`src/rtl/rx_lane_arbiter.sv`:
```
// Round-robin merge of NUM_LANES receiver packet streams into one FIFO write port.
// A single holding register tags each packet with its source lane. Drain and refill can
// happen in the same cycle, so the port sustains one packet per cycle.

module rx_lane_arbiter_lane (
  input  logic valid,
  input  logic enable,
  input  logic hit,
  input  logic load,
  input  logic areset,
  output logic qual,
  output logic ready
);
  assign qual  = valid & enable;
  // Forced low during reset so no lane sees an accept before the first edge.
  assign ready = hit & load & ~areset;
endmodule

module rx_lane_arbiter #(
  parameter int NUM_LANES     = 4,
  parameter int packet_length = 32,
  parameter int LANE_ID_W     = 2
) (
  input  logic                               aclk,
  input  logic                               areset,
  input  logic [NUM_LANES*packet_length-1:0] lane_data,
  input  logic [NUM_LANES-1:0]               lane_valid,
  output logic [NUM_LANES-1:0]               lane_ready,
  input  logic [NUM_LANES-1:0]               lane_enable,
  output logic [packet_length-1:0]           fifo_data,
  output logic [LANE_ID_W-1:0]               fifo_lane,
  output logic                               fifo_valid,
  input  logic                               fifo_ready,
  output logic [15:0]                        pkt_count
);

  typedef enum logic {EMPTY = 1'b0, FULL = 1'b1} state_t;

  typedef struct packed {
    logic [packet_length-1:0] data;
    logic [LANE_ID_W-1:0]     lane;
  } hold_t;

  state_t                                   state_q, state_d;
  hold_t                                    hold_q;
  logic [LANE_ID_W-1:0]                     last_grant;
  logic [LANE_ID_W-1:0]                     sel;
  logic                                     found;
  logic                                     load;
  logic                                     grant;
  logic [NUM_LANES-1:0]                     qual;
  logic [NUM_LANES-1:0][packet_length-1:0]  lane_word;

  assign lane_word = lane_data;
  assign load      = (state_q == EMPTY) | fifo_ready;
  assign grant     = |lane_ready;

  // Rotating search starting just after the last granted lane.
  always_comb begin
    found = 1'b0;
    sel   = '0;
    for (int off = 1; off <= NUM_LANES; off++) begin
      if (!found && qual[(int'(last_grant) + off) % NUM_LANES]) begin
        found = 1'b1;
        sel   = LANE_ID_W'((int'(last_grant) + off) % NUM_LANES);
      end
    end
  end

  for (genvar i = 0; i < NUM_LANES; i++) begin : g_lane
    rx_lane_arbiter_lane u_lane (
      .valid  (lane_valid[i]),
      .enable (lane_enable[i]),
      .hit    (found && (sel == LANE_ID_W'(i))),
      .load   (load),
      .areset (areset),
      .qual   (qual[i]),
      .ready  (lane_ready[i])
    );
  end

  always_comb begin
    state_d = state_q;
    case (state_q)
      EMPTY:   if (grant) state_d = FULL;
      FULL:    if (fifo_ready && !grant) state_d = EMPTY;
      default: state_d = EMPTY;
    endcase
  end

  always_ff @(posedge aclk or posedge areset) begin
    if (areset) state_q <= EMPTY;
    else        state_q <= state_d;
  end

  // A grant overwrites the entry even while it drains, giving back-to-back transfers.
  always_ff @(posedge aclk or posedge areset) begin
    if (areset) begin
      hold_q     <= '0;
      last_grant <= LANE_ID_W'(NUM_LANES - 1);
    end else if (grant) begin
      hold_q.data <= lane_word[sel];
      hold_q.lane <= sel;
      last_grant  <= sel;
    end
  end

  always_ff @(posedge aclk or posedge areset) begin
    if (areset)                       pkt_count <= '0;
    else if (fifo_valid && fifo_ready) pkt_count <= pkt_count + 16'd1;
  end

  assign fifo_valid = (state_q == FULL);
  assign fifo_data  = hold_q.data;
  assign fifo_lane  = hold_q.lane;

endmodule

```
`config.mk`:
```
export PLATFORM = sky130hd
export DESIGN_NAME = rx_lane_arbiter
export DESIGN_NICKNAME = d
export VERILOG_FILES = /design/src/rtl/rx_lane_arbiter.sv
export SDC_FILE = /design/constraint.sdc
export NUM_CORES = 1
export LEC_CHECK = 0
export BUFFER_PORTS_ARGS = -buffer_cell sky130_fd_sc_hd__buf_2
export CAP_MARGIN = 20
export CORE_MARGIN = 2
export CORE_UTILIZATION = 40
export CTS_BUF_LIST = sky130_fd_sc_hd__clkbuf_2 sky130_fd_sc_hd__clkbuf_4 sky130_fd_sc_hd__clkbuf_8
export CTS_CLUSTER_SIZE = 40
export DETAILED_ROUTE_END_ITERATION = 7
export PLACE_DENSITY = 0.78
export SLEW_MARGIN = 20
export SYNTH_ARGS = -nofsm -noshare
export SYNTH_HDL_FRONTEND = slang
export SYNTH_HIERARCHICAL = 1
export SYNTH_SLANG_ARGS = --single-unit
```
`constraint.sdc`:
```
create_clock -name aclk -period 2.6 [get_ports aclk]
set_input_delay 0.26 -clock aclk [delete_from_list [all_inputs] [get_ports aclk]]
set_output_delay 0.26 -clock aclk [all_outputs]
set_load 0.05 [all_outputs]
```
==> flow_summary.toml, run 1 <==
[setup_path]
arrival_ps = 2710
r2r_cells = 6
rr_startpoint = "last_grant[1]"
endpoint_kind = "flip-flop"
rr_endpoint = "fifo_data[4]"
required_ps = 2790
rrSetupSlack_ps = 80
critPathLaunchType = "flip-flop"
cp_max_fo = 21
critPathKind = "reg -> reg"

[power]
p_sw_share_pct = 51.2
power_density_nw_per_um2 = 1090
share_comb_of_total_power_pct = 57.9
p_total_w = 0.00476
ir_worst_vdd_v = 0.000747
switchingPower_w = 0.00244
p_leak_nw = 2.24
p_int_w = 0.00232
power.share.clock_pct = 12.1
sequentialPowerShare_pct = 30.0

[route]
drt-initial-drc-count = 97
detailedRoute.firstPassIterationCount = 4
vias = 3180
drt-wirelength-per-cell_um = 16.0
vias_per_cell = 5.30
wl_mm = 9.61
remaining_drc_errors = 0
ant_nets = 0

[layout]
antennaDiodeCount = 0
final-seq-area_um2 = 1330
nets = 637
n_fill_cell = 731
final_common_cell = "buf_2"
syn_to_final_growth_pct = 37.8
drive_gt1_share_pct = 49.8
stdcell_count = 600
fin_area_um2 = 4360
layout_common_cells = "buf_2, dfrtp_1, nor2_1, mux2i_1, o22a_1"
multi_input_area_um2 = 1700

[sta]
min_period_ps = 2520
hold_viol = 0
worst_slack_ps = 77.9
worst_slew_pin_slew_ps = 779
drv_slew = 0
fin_setup_tns_ps = 0
relSlewSlack_pct = 48.0
skew_ps = 5.37
max_freq_ghz = 0.396
rsz0062_at_grt = "no"
period_share_pct = 97.0
setup_violations = 0

[clocking]
cts.sinks = 53
cts_max_level = 2
cts_tree = "done"
clk_latency_ps = 310
clkTransAtPathRegs_ps = 90
cts.path.max_buffers = 2
hold_buffers = 0
cts_buffers = 5
ctsResizeCount = 0
clockRootBuffer = "clkbuf_8"

[die]
die_y_um = 92.9
num_io_pins = 194
coreArea_um2 = 7690
core.rowCount = 32
initial_core_util_pct = 41.1
die-area_um2 = 8630
die_w_um = 92.9

[yosys]
ys_ff_latch = 53
synth_fp_nets = 447
synth_area_um2 = 3160
yosys_warnings = 6
syn-instance-count = 307
yosysTopAreaCell = "dfrtp_1"
synth_top_flop_cell = "dfrtp_1"
yosysUniqueCellTypes = 43
synth_edf_count = 0
async_flop_share_pct = 100
yosysTopAreaCellShare_pct = 40.4
synthTopCellsByArea = "dfrtp_1, mux2i_1, a221o_1, o22a_1, nor2_1"
synth.avg_cell_area_um2 = 10.3
seq_area_frac_synth_pct = 42.0

[worst_hold_path]
min_path_type = "in -> async"

[job]
drv_cap = 0

[status]
status = "finished clean"

[placed_design]
post-place-ws_ps = 69.2
post-dp-hpwl_mm = 7.55
place.port_buffers = 193
placed_area_um2 = 4240
dp.cells = 591
gp_congestion = 0.786

[global_routing]
antenna_found_initial = 0
grt_max_degree = 37
first_global_vias = 3193
grt_pass1_wl_mm = 15.1
overflow = 0
grt_util_all_layers_pct = 22.0
-- registers in the layout, indices dropped and copies added, names as in the netlist --
signal / flops
fifo_data: 32
pkt_count: 16
fifo_lane: 2
last_grant: 2
fifo_valid: 1
-- per-stage QoR --
stage	util (%)	hold slack, ps
floorplan	-	466
global placement	55.1	456
detailed placement	55.1	463
CTS	56.6	145
global route	56.7	171
finish	56.7	123
-- critical path, cell delays in order, from the launching register on --
cell,delay [ps]
dfstp_2,670
a21oi_1,110
o221a_2,360
and3b_2,250
or4_1,540
buf_4,230
o22a_1,230
-- layout make-up --
class / count / share of cell area [%]
clock buffer: 6 / 1.75
tap: 102 / 2.93
multi-input combinational: 227 / 39.1
inverter: 3 / 0.258
timing repair buffer: 207 / 24.6
clock inverter: 2 / 0.890
sequential: 53 / 30.5
-- cells in the mapped netlist (2+ instances only) --
| cell | n |
|---|---|
| mux2_2 | 5 |
| clkbuf_1 | 13 |
| dfstp_2 | 2 |
| and2_1 | 4 |
| nand2b_1 | 3 |
| o22a_1 | 24 |
| nor3_1 | 3 |
| xnor2_1 | 13 |
| a221o_1 | 23 |
| nor2_1 | 45 |
| a221oi_1 | 9 |
| and3b_1 | 5 |
| inv_1 | 2 |
| o21ai_0 | 3 |
| xor2_1 | 2 |
| nand2_1 | 17 |
| buf_6 | 4 |
| nand3_1 | 5 |
| nor4_1 | 2 |
| a21oi_2 | 5 |
| dfrtp_1 | 51 |
| mux2_4 | 5 |
| a21oi_1 | 7 |
| nand2_2 | 5 |
| nand4_1 | 3 |
| o221a_2 | 2 |
| mux2i_1 | 24 |
| buf_2 | 6 |
-- kinds of logic (layout without fill, tap and decap cells) --
kind of cell	count (synthesis)	after routing	synth area share, %
compound gates	81	81	22.5
xor+xnor	15	15	4.16
fa+ha+maj	1	1	0.396
buf+inv	27	218	4.91
flops	53	53	42.0
mux	34	34	11.8
simple gates	96	96	14.3
-- power by group through the flow --
stage          logic (W)  registers, W  clock network [W]
2_1_floorplan    0.00109       0.00245                  0
3_3_place_gp     0.00270       0.00142                  0
3_5_place_dp     0.00276       0.00144                  0
4_1_cts          0.00276       0.00142           0.000588
5_1_grt          0.00293       0.00147           0.000623
6_report         0.00275       0.00143           0.000577
-- worst max path at each step --
stage	from	end	slack, ps	cells past startpoint
after global placement	lane_valid[1]	fifo_data[18]	170	8
after detailed placement	lane_valid[1]	fifo_data[4]	70	8
final	last_grant[1]	fifo_data[4]	80	6
after CTS	last_grant[1]	fifo_data[4]	90	6
after global routing	last_grant[1]	fifo_data[4]	0.8	6
after floorplan	last_grant[1]	fifo_data[12]	2	9
-- routing by layer --
layer	track usage [%]	vias to the layer above	wire, µm
met2	39.6	143	4730
met4	5.88	0	208
met1	26.9	1501	4000
met3	4.15	11	675
met5	0	-	0
li1	-	1525	-
-- timing repair --
item / 4_1_cts / 5_1_grt
buffers inserted: 0 / 1
endpoints found under the setup margin: 0 / 13
hold endpoints to repair: 0 / 0
Note: power is estimated with default switching activity, not from simulation.
==> run 2: changes to the inputs <==
BUFFER_PORTS_ARGS = default   (was -buffer_cell sky130_fd_sc_hd__buf_2)
CELL_PAD_IN_SITES_DETAIL_PLACEMENT = 1   (was default)
CELL_PAD_IN_SITES_GLOBAL_PLACEMENT = 2   (was default)
CORE_UTILIZATION = 33   (was 40)
DONT_BUFFER_PORTS = 1   (was default)
PLACE_DENSITY = default   (was 0.78)
PLACE_DENSITY_LB_ADDON = 0.1   (was default)
==> run 2 against run 1 <==
Cell count fell by 26%. Total power fell by 8.6%. Sequential share of layout area rose by 7.4 points. Via count fell by 22%. Worst hold slack improved by 37 ps. Design area fell by 20%. Combinational power fell by 45%. Clock power fell by 17%. Clock-buffer cell count fell by 1. Critical path depth rose by 1. Sequential power rose by 66%. Maximum frequency rose by 4.8%.
==> flow_summary.toml, run 2 (synthesized netlist as in run 1, its figures left out) <==
[setup_path]
r2r_cells = 7
rr_startpoint = "last_grant[1]"
endpoint = "fifo_data[8]"
cp_max_fo = 20
critPathLaunchType = "flip-flop"
arrival_ps = 2600
endpoint_kind = "flip-flop"
crit_start = "last_grant[1]"
cpPeakStageDelay_ps = 690
cp.depth = 7
rr_endpoint = "fifo_data[8]"
critPathKind = "reg -> reg"
critical_path_buf_inv_count = 2
critical_path.cell_chain = "inv_2, a21oi_1, o32ai_2, and3b_2, or4_1, buf_4, o22a_1"
required_ps = 2790
crit_family = "simple AND/OR/NAND/NOR gates"
slowest_stage = "dfstp_2"
rrSetupSlack_ps = 190

[sta]
worst_slew_pin_slew_ps = 603
rsz0062_at_grt = "no"
period_share_pct = 92.6
fin_setup_tns_ps = 0
skew_ps = 17.0
fin_hold_ws_ps = 160
setup_violations = 0
drv_slew = 0
max_freq_ghz = 0.416
hold_viol = 0
relSlewSlack_pct = 59.8
min_period_ps = 2410

[layout]
largest_reg_flops = 32
nets = 456
layout_common_cells = "dfrtp_1, nor2_1, mux2i_1, o22a_1"
antennaDiodeCount = 0
syn_to_final_growth_pct = 10.9
fin_area_um2 = 3510
n_fill_cell = 1078
final_common_cell = "dfrtp_1"
drive_gt1_share_pct = 20.8

[clocking]
clockRootBuffer = "clkbuf_8"
cts.sinks = 53
clkTransAtPathRegs_ps = 110
cts_buffers = 5
cts_max_level = 2
clk_latency_ps = 310
cts_tree = "done"
cts.path.max_buffers = 2
post_cts_buffers = 0

[die]
die_w_um = 102
core.rowCount = 35
die-area_um2 = 10400
die_y_um = 102
initial_core_util_pct = 34.1
coreArea_um2 = 9280
num_io_pins = 194

[placed_design]
post-dp-hpwl_mm = 6.80
place.port_buffers = 0
gp_congestion = 0.837
placed_area_um2 = 3410

[worst_hold_path]
hp-start = "lane_data[86]"
min_path_type = "in -> reg"

[route]
wl_mm = 8.86
vias = 2494
drt-initial-drc-count = 56
drt-wirelength-per-cell_um = 19.9
vias_per_cell = 5.59
remaining_drc_errors = 0
ant_nets = 0
detailedRoute.firstPassIterationCount = 4

[power]
ir_worst_vdd_v = 0.000504
power_density_nw_per_um2 = 1240
p_leak_nw = 1.52

[status]
status = "finished clean"

[global_routing]
first_global_vias = 2630
antenna_found_initial = 0
grt_pass1_wl_mm = 13.4
grt_max_degree = 39
overflow = 0
grt_util_all_layers_pct = 16.6

[job]
drv_cap = 0
==> run 2: worst min path at each step <==
stage	cells after the start	end	slack [ps]
finish	2	fifo_data[22]	160
global route	2	fifo_data[22]	160
CTS	2	fifo_data[22]	150
detailed placement	1	fifo_lane[1]	210
global placement	1	fifo_data[31]	220
floorplan	2	fifo_data[22]	470
==> run 2: layer usage <==
layer / routed length [µm] / vias up / track usage [%]
met3: 683 / 5 / 4.38
li1: - / 1167 / -
met1: 3560 / 1210 / 19.4
met2: 4560 / 112 / 30.4
met5: 0 / - / 0
met4: 62 / 0 / 4.00
==> run 2: what timing repair did <==
action | 4_1_cts | 5_1_grt
endpoints found under the hold margin | 19 | 0
resized for setup | 0 | 0
hold buffers | 1 | 0
==> run 2: stage by stage <==
step	worst slack (ps)	total power (W)	cells	utilization, %
floorplan	2.16	0.00353	307	-
global placement	255	0.00389	437	36.7
detailed placement	200	0.00392	437	36.7
CTS	174	0.00441	446	37.8
global route	70.0	0.00463	446	37.8
finish	194	0.00435	446	37.8
==> run 2: area by class of cell <==
type	count	area, µm²	share of cell area (%)
tap	129	161	4.60
sequential	53	1330	37.9
inverter	3	11.3	0.321
multi-input combinational	227	1690	48.3
clock inverter	3	21.3	0.606
clock buffer	5	68.8	1.96
timing repair buffer	26	223	6.35
==> run 2: power breakdown <==
part | internal (W) | switching (W)
Clock | 0.000192 | 0.000286
Combinational | 0.000645 | 0.000855
Sequential | 0.00114 | 0.00123
Total | 0.00198 | 0.00237
